==> config.mk <==
export PLATFORM = sky130hd
export DESIGN_NAME = neural_layer_engine
export DESIGN_NICKNAME = d
export VERILOG_FILES = /design/src/rtl/neural_layer_engine_pkg.sv /design/src/rtl/nle_mac.sv /design/src/rtl/neural_layer_engine.sv
export SDC_FILE = /design/constraint.sdc
export NUM_CORES = 1
export LEC_CHECK = 0
export ABC_CLOCK_PERIOD_IN_PS = 3500
export BUFFER_PORTS_ARGS = -buffer_cell sky130_fd_sc_hd__clkbuf_2
export CORE_MARGIN = 1
export CORE_UTILIZATION = 61
export CTS_CLUSTER_SIZE = 20
export DETAILED_ROUTE_END_ITERATION = 10
export PLACE_DENSITY = 0.82
export SYNTH_ARGS = -nofsm -noshare
export SYNTH_HDL_FRONTEND = slang
export SYNTH_HIERARCHICAL = 1
export SYNTH_SLANG_ARGS = --single-unit
==> constraint.sdc <==
create_clock -name clk -period 3.5 [get_ports clk]
set_input_delay 0 -clock clk [delete_from_list [all_inputs] [get_ports clk]]
set_output_delay 0 -clock clk [all_outputs]
set_load 0.005 [all_outputs]
==> src/rtl/neural_layer_engine_pkg.sv <==
// Shared types, default widths and the rescale/saturate helper for the layer engine
// and any later multi-layer sequencer built around it.
package neural_layer_engine_pkg;

    localparam int DEF_DATA_W    = 32'd8;
    localparam int DEF_ADDR_W    = 32'd8;
    localparam int DEF_ACC_W     = 32'd24;
    localparam int DEF_FRAC_BITS = 32'd4;
    localparam int DEF_CNT_W     = 32'd8;

    typedef enum logic [2:0] {
        ST_IDLE  = 3'd0,
        ST_ACCUM = 3'd1,
        ST_DRAIN = 3'd2,
        ST_WRITE = 3'd3,
        ST_FIN   = 3'd4
    } state_t;

    typedef struct packed {
        logic signed [63:0] val;
        logic               clip;
    } sat_res_t;

    // Arithmetic shift by frac_bits, then clamp into the signed data_w range.
    function automatic sat_res_t rescale_sat(input logic signed [63:0] acc,
                                             input int frac_bits,
                                             input int data_w);
        logic signed [63:0] shifted;
        logic signed [63:0] hi;
        logic signed [63:0] lo;
        sat_res_t           r;
        shifted = acc >>> frac_bits;
        hi      = (64'sd1 <<< (data_w - 32'sd1)) - 64'sd1;
        lo      = -hi - 64'sd1;
        if (shifted > hi) begin
            r.val  = hi;
            r.clip = 1'b1;
        end else if (shifted < lo) begin
            r.val  = lo;
            r.clip = 1'b1;
        end else begin
            r.val  = shifted;
            r.clip = 1'b0;
        end
        return r;
    endfunction

endpackage

==> src/rtl/nle_mac.sv <==
// Registered signed multiply-accumulate with clear/enable and the rescale/saturate
// output stage. Build option: RELU_EN clamps negative results to zero.
module nle_mac
    import neural_layer_engine_pkg::*;
#(
    parameter int DATA_W    = DEF_DATA_W,
    parameter int ACC_W     = DEF_ACC_W,
    parameter int FRAC_BITS = DEF_FRAC_BITS
) (
    input  logic                     clk,
    input  logic                     rst_n,
    input  logic                     en,
    input  logic                     clr,
    input  logic signed [DATA_W-1:0] a,
    input  logic signed [DATA_W-1:0] b,
    output logic signed [DATA_W-1:0] result,
    output logic                     clip
);

    logic signed [2*DATA_W-1:0] prod_s;
    logic signed [ACC_W-1:0]    prod_ext_s;
    logic signed [ACC_W-1:0]    acc_r;
    sat_res_t                   rs_s;
    logic                       unused_hi_s;

    assign prod_s      = a * b;
    assign prod_ext_s  = ACC_W'(prod_s);
    assign unused_hi_s = ^rs_s.val[63:DATA_W];

    // Accumulator: a clear restarts the sum with the current product.
    always_ff @(posedge clk or negedge rst_n) begin
        if (!rst_n) begin
            acc_r <= {ACC_W{1'b0}};
        end else if (en) begin
            acc_r <= clr ? prod_ext_s : acc_r + prod_ext_s;
        end else begin
            acc_r <= acc_r;
        end
    end

    // Rescale and clamp the running sum into the output data range.
    always_comb begin
        rs_s   = rescale_sat(64'(acc_r), FRAC_BITS, DATA_W);
        result = rs_s.val[DATA_W-1:0];
        clip   = rs_s.clip;
`ifdef RELU_EN
        if (rs_s.val[63]) begin
            result = {DATA_W{1'b0}};
            clip   = 1'b0;
        end else begin
            result = rs_s.val[DATA_W-1:0];
            clip   = rs_s.clip;
        end
`endif
    end

endmodule

==> src/rtl/neural_layer_engine.sv <==
// One fully-connected layer: address sequencing, MAC control and saturated write-back.
// Build option: RELU_EN (non-negative outputs, handled inside nle_mac).
module neural_layer_engine
    import neural_layer_engine_pkg::*;
#(
    parameter int DATA_W    = DEF_DATA_W,
    parameter int ADDR_W    = DEF_ADDR_W,
    parameter int ACC_W     = DEF_ACC_W,
    parameter int FRAC_BITS = DEF_FRAC_BITS,
    parameter int CNT_W     = DEF_CNT_W
) (
    input  logic              clk,
    input  logic              reset,
    input  logic              start,
    input  logic [CNT_W-1:0]  nk,
    input  logic [CNT_W-1:0]  nn,
    input  logic [ADDR_W-1:0] w_base,
    input  logic [ADDR_W-1:0] in_base,
    input  logic [ADDR_W-1:0] out_base,
    output logic [ADDR_W-1:0] w_addr,
    output logic [ADDR_W-1:0] n_raddr,
    input  logic [DATA_W-1:0] w_data,
    input  logic [DATA_W-1:0] n_rdata,
    output logic [ADDR_W-1:0] n_waddr,
    output logic [DATA_W-1:0] n_wdata,
    output logic              n_we,
    output logic              busy,
    output logic              done,
    output logic              err,
    output logic              sat
);

    localparam logic [ADDR_W-1:0] ADDR_ONE = ADDR_W'(1'b1);
    localparam logic [CNT_W-1:0]  CNT_ONE  = CNT_W'(1'b1);

    state_t              state_r, next_s;
    logic [CNT_W-1:0]    nk_r, nn_r, k_r, n_r;
    logic [ADDR_W-1:0]   in_base_r, out_base_r;
    logic                valid_r, first_r;
    logic                k_last_s, n_last_s, desc_bad_s;
    logic [DATA_W-1:0]   mac_res_s;
    logic                mac_clip_s;

    assign k_last_s   = (k_r == nk_r - CNT_ONE);
    assign n_last_s   = (n_r == nn_r - CNT_ONE);
    assign desc_bad_s = (nk == {CNT_W{1'b0}}) || (nn == {CNT_W{1'b0}});

    nle_mac #(
        .DATA_W    (DATA_W),
        .ACC_W     (ACC_W),
        .FRAC_BITS (FRAC_BITS)
    ) u_mac (
        .clk    (clk),
        .rst_n  (reset),
        .en     (valid_r),
        .clr    (first_r),
        .a      (w_data),
        .b      (n_rdata),
        .result (mac_res_s),
        .clip   (mac_clip_s)
    );

    // Next-state logic.
    always_comb begin
        next_s = state_r;
        case (state_r)
            ST_IDLE: begin
                if (start) begin
                    next_s = desc_bad_s ? ST_FIN : ST_ACCUM;
                end else begin
                    next_s = ST_IDLE;
                end
            end
            ST_ACCUM: next_s = k_last_s ? ST_DRAIN : ST_ACCUM;
            ST_DRAIN: next_s = ST_WRITE;
            ST_WRITE: next_s = n_last_s ? ST_FIN : ST_ACCUM;
            ST_FIN:   next_s = ST_IDLE;
            default:  next_s = ST_IDLE;
        endcase
    end

    // State register, counters, address pointers and registered outputs.
    always_ff @(posedge clk or negedge reset) begin
        if (!reset) begin
            state_r    <= ST_IDLE;
            nk_r       <= {CNT_W{1'b0}};
            nn_r       <= {CNT_W{1'b0}};
            k_r        <= {CNT_W{1'b0}};
            n_r        <= {CNT_W{1'b0}};
            in_base_r  <= {ADDR_W{1'b0}};
            out_base_r <= {ADDR_W{1'b0}};
            valid_r    <= 1'b0;
            first_r    <= 1'b0;
            w_addr     <= {ADDR_W{1'b0}};
            n_raddr    <= {ADDR_W{1'b0}};
            n_waddr    <= {ADDR_W{1'b0}};
            n_wdata    <= {DATA_W{1'b0}};
            n_we       <= 1'b0;
            busy       <= 1'b0;
            done       <= 1'b0;
            err        <= 1'b0;
            sat        <= 1'b0;
        end else begin
            state_r <= next_s;
            busy    <= (next_s != ST_IDLE);
            done    <= (state_r == ST_FIN);
            n_we    <= 1'b0;
            // Returned data lags the address by one cycle, so does its qualifier.
            valid_r <= (state_r == ST_ACCUM);
            first_r <= (state_r == ST_ACCUM) && (k_r == {CNT_W{1'b0}});
            case (state_r)
                ST_IDLE: begin
                    if (start) begin
                        nk_r       <= nk;
                        nn_r       <= nn;
                        in_base_r  <= in_base;
                        out_base_r <= out_base;
                        w_addr     <= w_base;
                        n_raddr    <= in_base;
                        k_r        <= {CNT_W{1'b0}};
                        n_r        <= {CNT_W{1'b0}};
                        err        <= desc_bad_s;
                        sat        <= 1'b0;
                    end else begin
                        w_addr <= w_addr;
                    end
                end
                ST_ACCUM: begin
                    // Weight pointer runs on across neurons: w_base + n*nk + k.
                    w_addr  <= w_addr + ADDR_ONE;
                    k_r     <= k_last_s ? {CNT_W{1'b0}} : k_r + CNT_ONE;
                    n_raddr <= k_last_s ? in_base_r : n_raddr + ADDR_ONE;
                end
                ST_WRITE: begin
                    n_we    <= 1'b1;
                    n_waddr <= out_base_r + ADDR_W'(n_r);
                    n_wdata <= mac_res_s;
                    sat     <= sat | mac_clip_s;
                    n_r     <= n_r + CNT_ONE;
                end
                default: begin
                    n_r <= n_r;
                end
            endcase
        end
    end

endmodule

==> qor.txt <==
Netlist Area Pre-Place -> 9590 sq um
synth warn -> 6
Initial Util -> 0.629
Crit Path Max Fanout -> 8
HP Class -> in2async
TritonRoute pass-1 iters -> 5
Die Wd -> 127 um
skew final -> 0.0150 ns
Nets -> 1528
Setup crit end kind -> flip-flop
CTS tree -> built
dpl ws -> -2.16 ns
vias per inst -> 6.05
clock latency on the worst-skew pair -> 0.42 ns
origin of the critical flop-to-flop path -> nk_r[0]$_DFFE_PN0P_
IO Pins -> 96
IO Port Bufs -> 95
initial antenna violation count -> 0
dpl hpwl -> 16.6 mm
number of max-slew violations in the final report -> 0
placed instance count -> 1470
Tightest Pin Transition -> 1.02 ns
Die Y -> 127 um
failing checks -> negative setup slack
diode count -> 0
TritonCTS sink count -> 114
Post-synth EDFFs -> 0
global route overflow -> 0
pin count of the biggest net entering global routing -> 77
r2r worst-path depth -> 8
Cell Rows -> 45
status -> finished with violations
Area Growth Syn to Fin -> 33.8%
most common cell after layout, fill and taps aside -> nand2_1
fin crit share -> 1.62
Distinct cells, synth -> 75
final setup fails -> 19
register area share after synthesis -> 0.297
worst setup margin -> -2.18 ns
layout cells sized above 1 -> 0.277
Fin Hold WS -> 0.255 ns
first-pass GRT wire length -> 43.4 mm
max_cap viols -> 0
Syn Area/Cell -> 8.78 sq um
placed standard-cell area -> 11100 sq um
RSZ-0062 raised after global routing -> true
Clock Path Buffers -> 2
Final Non-Filler Cells -> 1567
Cells after Synth -> 1093
H-tree Lvls -> 4
min cycle time layout -> 5.68 ns
Reg2Reg Setup Slack -> 0.74 ns
crit path DAT -> 5.97 ns
FFs w/ async S/R, synth -> 1.00
wire per inst -> 18.9 um
TritonCTS Buffers -> 17
WP data required -> 3.79 ns
number of synthesized register bits -> 114
design area -> 12800 sq um
gr usage total -> 0.335
Final Hold Fails -> 0
Post-synth top flop -> dfrtp_1
wirelength, routed -> 29.6 mm
antenna viol nets, final -> 0
slew margin rel. -> 0.320
Clock Root Buffer -> clkbuf_16
Core Region -> 15300 sq um
GPL Wtd Cong -> 0.888
Post-Syn Nets -> 1277
commonest cells after routing, fill and taps aside -> nand2_1 (178), buf_4 (124), dfrtp_1 (114), inv_1 (94), clkbuf_2 (82)
critical path class -> in2reg
die area -> 16200 sq um
clk slew on worst S/H paths -> 0.06 ns
startpoint types -> input pin
Fmax -> 176 MHz
reg-to-reg endpoint -> k_r[6]$_DFFE_PN0P_
vias in the first global route -> 9269
via count -> 9479
Iteration-0 DRC Markers -> 805
# DRC -> 0
critical path, stage by stage:
cell and delay (ns):
clkbuf_4 0.16, buf_4 0.15, fa_1 0.54, inv_1 0.07
fa_1 0.61, inv_1 0.09, fa_1 0.52, inv_2 0.04
fa_1 0.50, inv_2 0.05, ha_4 0.23, o21a_1 0.16
a21oi_2 0.27, o21ai_2 0.13, buf_4 0.15, a21oi_2 0.16
nor2_1 0.08, o31a_1 0.36, ha_4 0.30, o21ai_1 0.15
o21ai_1 0.10, o211ai_1 0.20, nand4_1 0.24, nand3_1 0.15
a31oi_1 0.11, nor4b_2 0.17, a31oi_1 0.17, nand3_1 0.09
cell type report:
cell class	count	area (sq um)
fill	758	2420
multi-input combinational	831	6700
timing repair buffer	268	2010
clock inverter	9	131
tap	211	264
clock buffer	22	464
sequential	114	2850
inverter	112	420
worst max-delay path by stage:
stage                     slack (ns)  cells after the start        from                          end
after floorplan                -1.92                     25  n_rdata[4]  u_mac/acc_r[22]$_DFFE_PN0P_
after global placement         -2.02                     27  n_rdata[2]  u_mac/acc_r[23]$_DFFE_PN0P_
after detailed placement       -2.16                     24   w_data[7]  u_mac/acc_r[22]$_DFFE_PN0P_
after CTS                      -1.60                     27  n_rdata[2]  u_mac/acc_r[22]$_DFFE_PN0P_
after global routing           -2.26                     28  n_rdata[7]  u_mac/acc_r[23]$_DFFE_PN0P_
final                          -2.18                     28  n_rdata[7]  u_mac/acc_r[23]$_DFFE_PN0P_
per-layer routing:
layer | part of all wire | GRT usage | vias up
met5 | 0 | 0 | -
met2 | 0.52 | 0.618 | 504
li1 | - | - | 4210
met1 | 0.37 | 0.391 | 4613
met4 | 0.045 | 0.129 | 0
met3 | 0.064 | 0.0482 | 152
sequential cells by signal, summed over array words and instances, names as in the netlist:
| name | cells |
|---|---|
| u_mac/acc_r | 24 |
| n_r | 8 |
| first_r | 1 |
| out_base_r | 8 |
| k_r | 8 |
| state_r | 3 |
| valid_r | 1 |
| in_base_r | 8 |
| n_we | 1 |
| done | 1 |
| w_addr | 8 |
| err | 1 |
| n_raddr | 8 |
| sat | 1 |
| nk_r | 8 |
| n_wdata | 8 |
| busy | 1 |
| n_waddr | 8 |
| nn_r | 8 |
logic make-up (layout without fill, tap and decap cells):
group | after synthesis | count (layout) | synth area share
AND/OR/NAND/NOR | 415 | 415 | 0.208
AO/OA/AOI/OAI | 217 | 217 | 0.155
buffers and inverters | 148 | 411 | 0.0619
adder cells (fa/ha/maj) | 125 | 125 | 0.208
flip-flops | 114 | 114 | 0.297
XOR/XNOR | 62 | 62 | 0.0566
multiplexers | 12 | 12 | 0.0133
synthesized netlist by cell type, drive strengths merged, types with 9 or more instances:
| cell | n | area share |
|---|---|---|
| a211oi | 10 | 0.0089 |
| a21o | 20 | 0.016 |
| a21oi | 55 | 0.030 |
| a31oi | 13 | 0.012 |
| and2 | 47 | 0.031 |
| and3 | 13 | 0.0085 |
| clkbuf | 30 | 0.014 |
| dfrtp | 114 | 0.30 |
| fa | 57 | 0.12 |
| ha | 68 | 0.089 |
| inv | 112 | 0.044 |
| mux2i | 9 | 0.0094 |
| nand2 | 181 | 0.071 |
| nand3 | 29 | 0.015 |
| nand4 | 10 | 0.0065 |
| nor2 | 56 | 0.022 |
| nor2b | 12 | 0.0078 |
| nor3 | 21 | 0.011 |
| nor4 | 9 | 0.0059 |
| o21a | 15 | 0.012 |
| o21ai | 45 | 0.025 |
| xnor2 | 36 | 0.033 |
| xor2 | 26 | 0.024 |
repair_timing:
item,4_1_cts,5_1_grt
pin swaps,49,52
gates resized for setup,58,59
setup endpoints to repair,18,19
hold buffers,42,0
endpoints found under the hold margin,124,0
buffers inserted,12,12
metrics by stage:
step | setup TNS (ns) | utilization
floorplan | -20.67 | -
global placement | -28.31 | 0.730
detailed placement | -29.92 | 0.730
CTS | -20.14 | 0.822
global route | -31.12 | 0.841
finish | -29.31 | 0.841
Power is not shown: default switching activity piles up to over one toggle a cycle in this logic, so the estimate is an artifact.
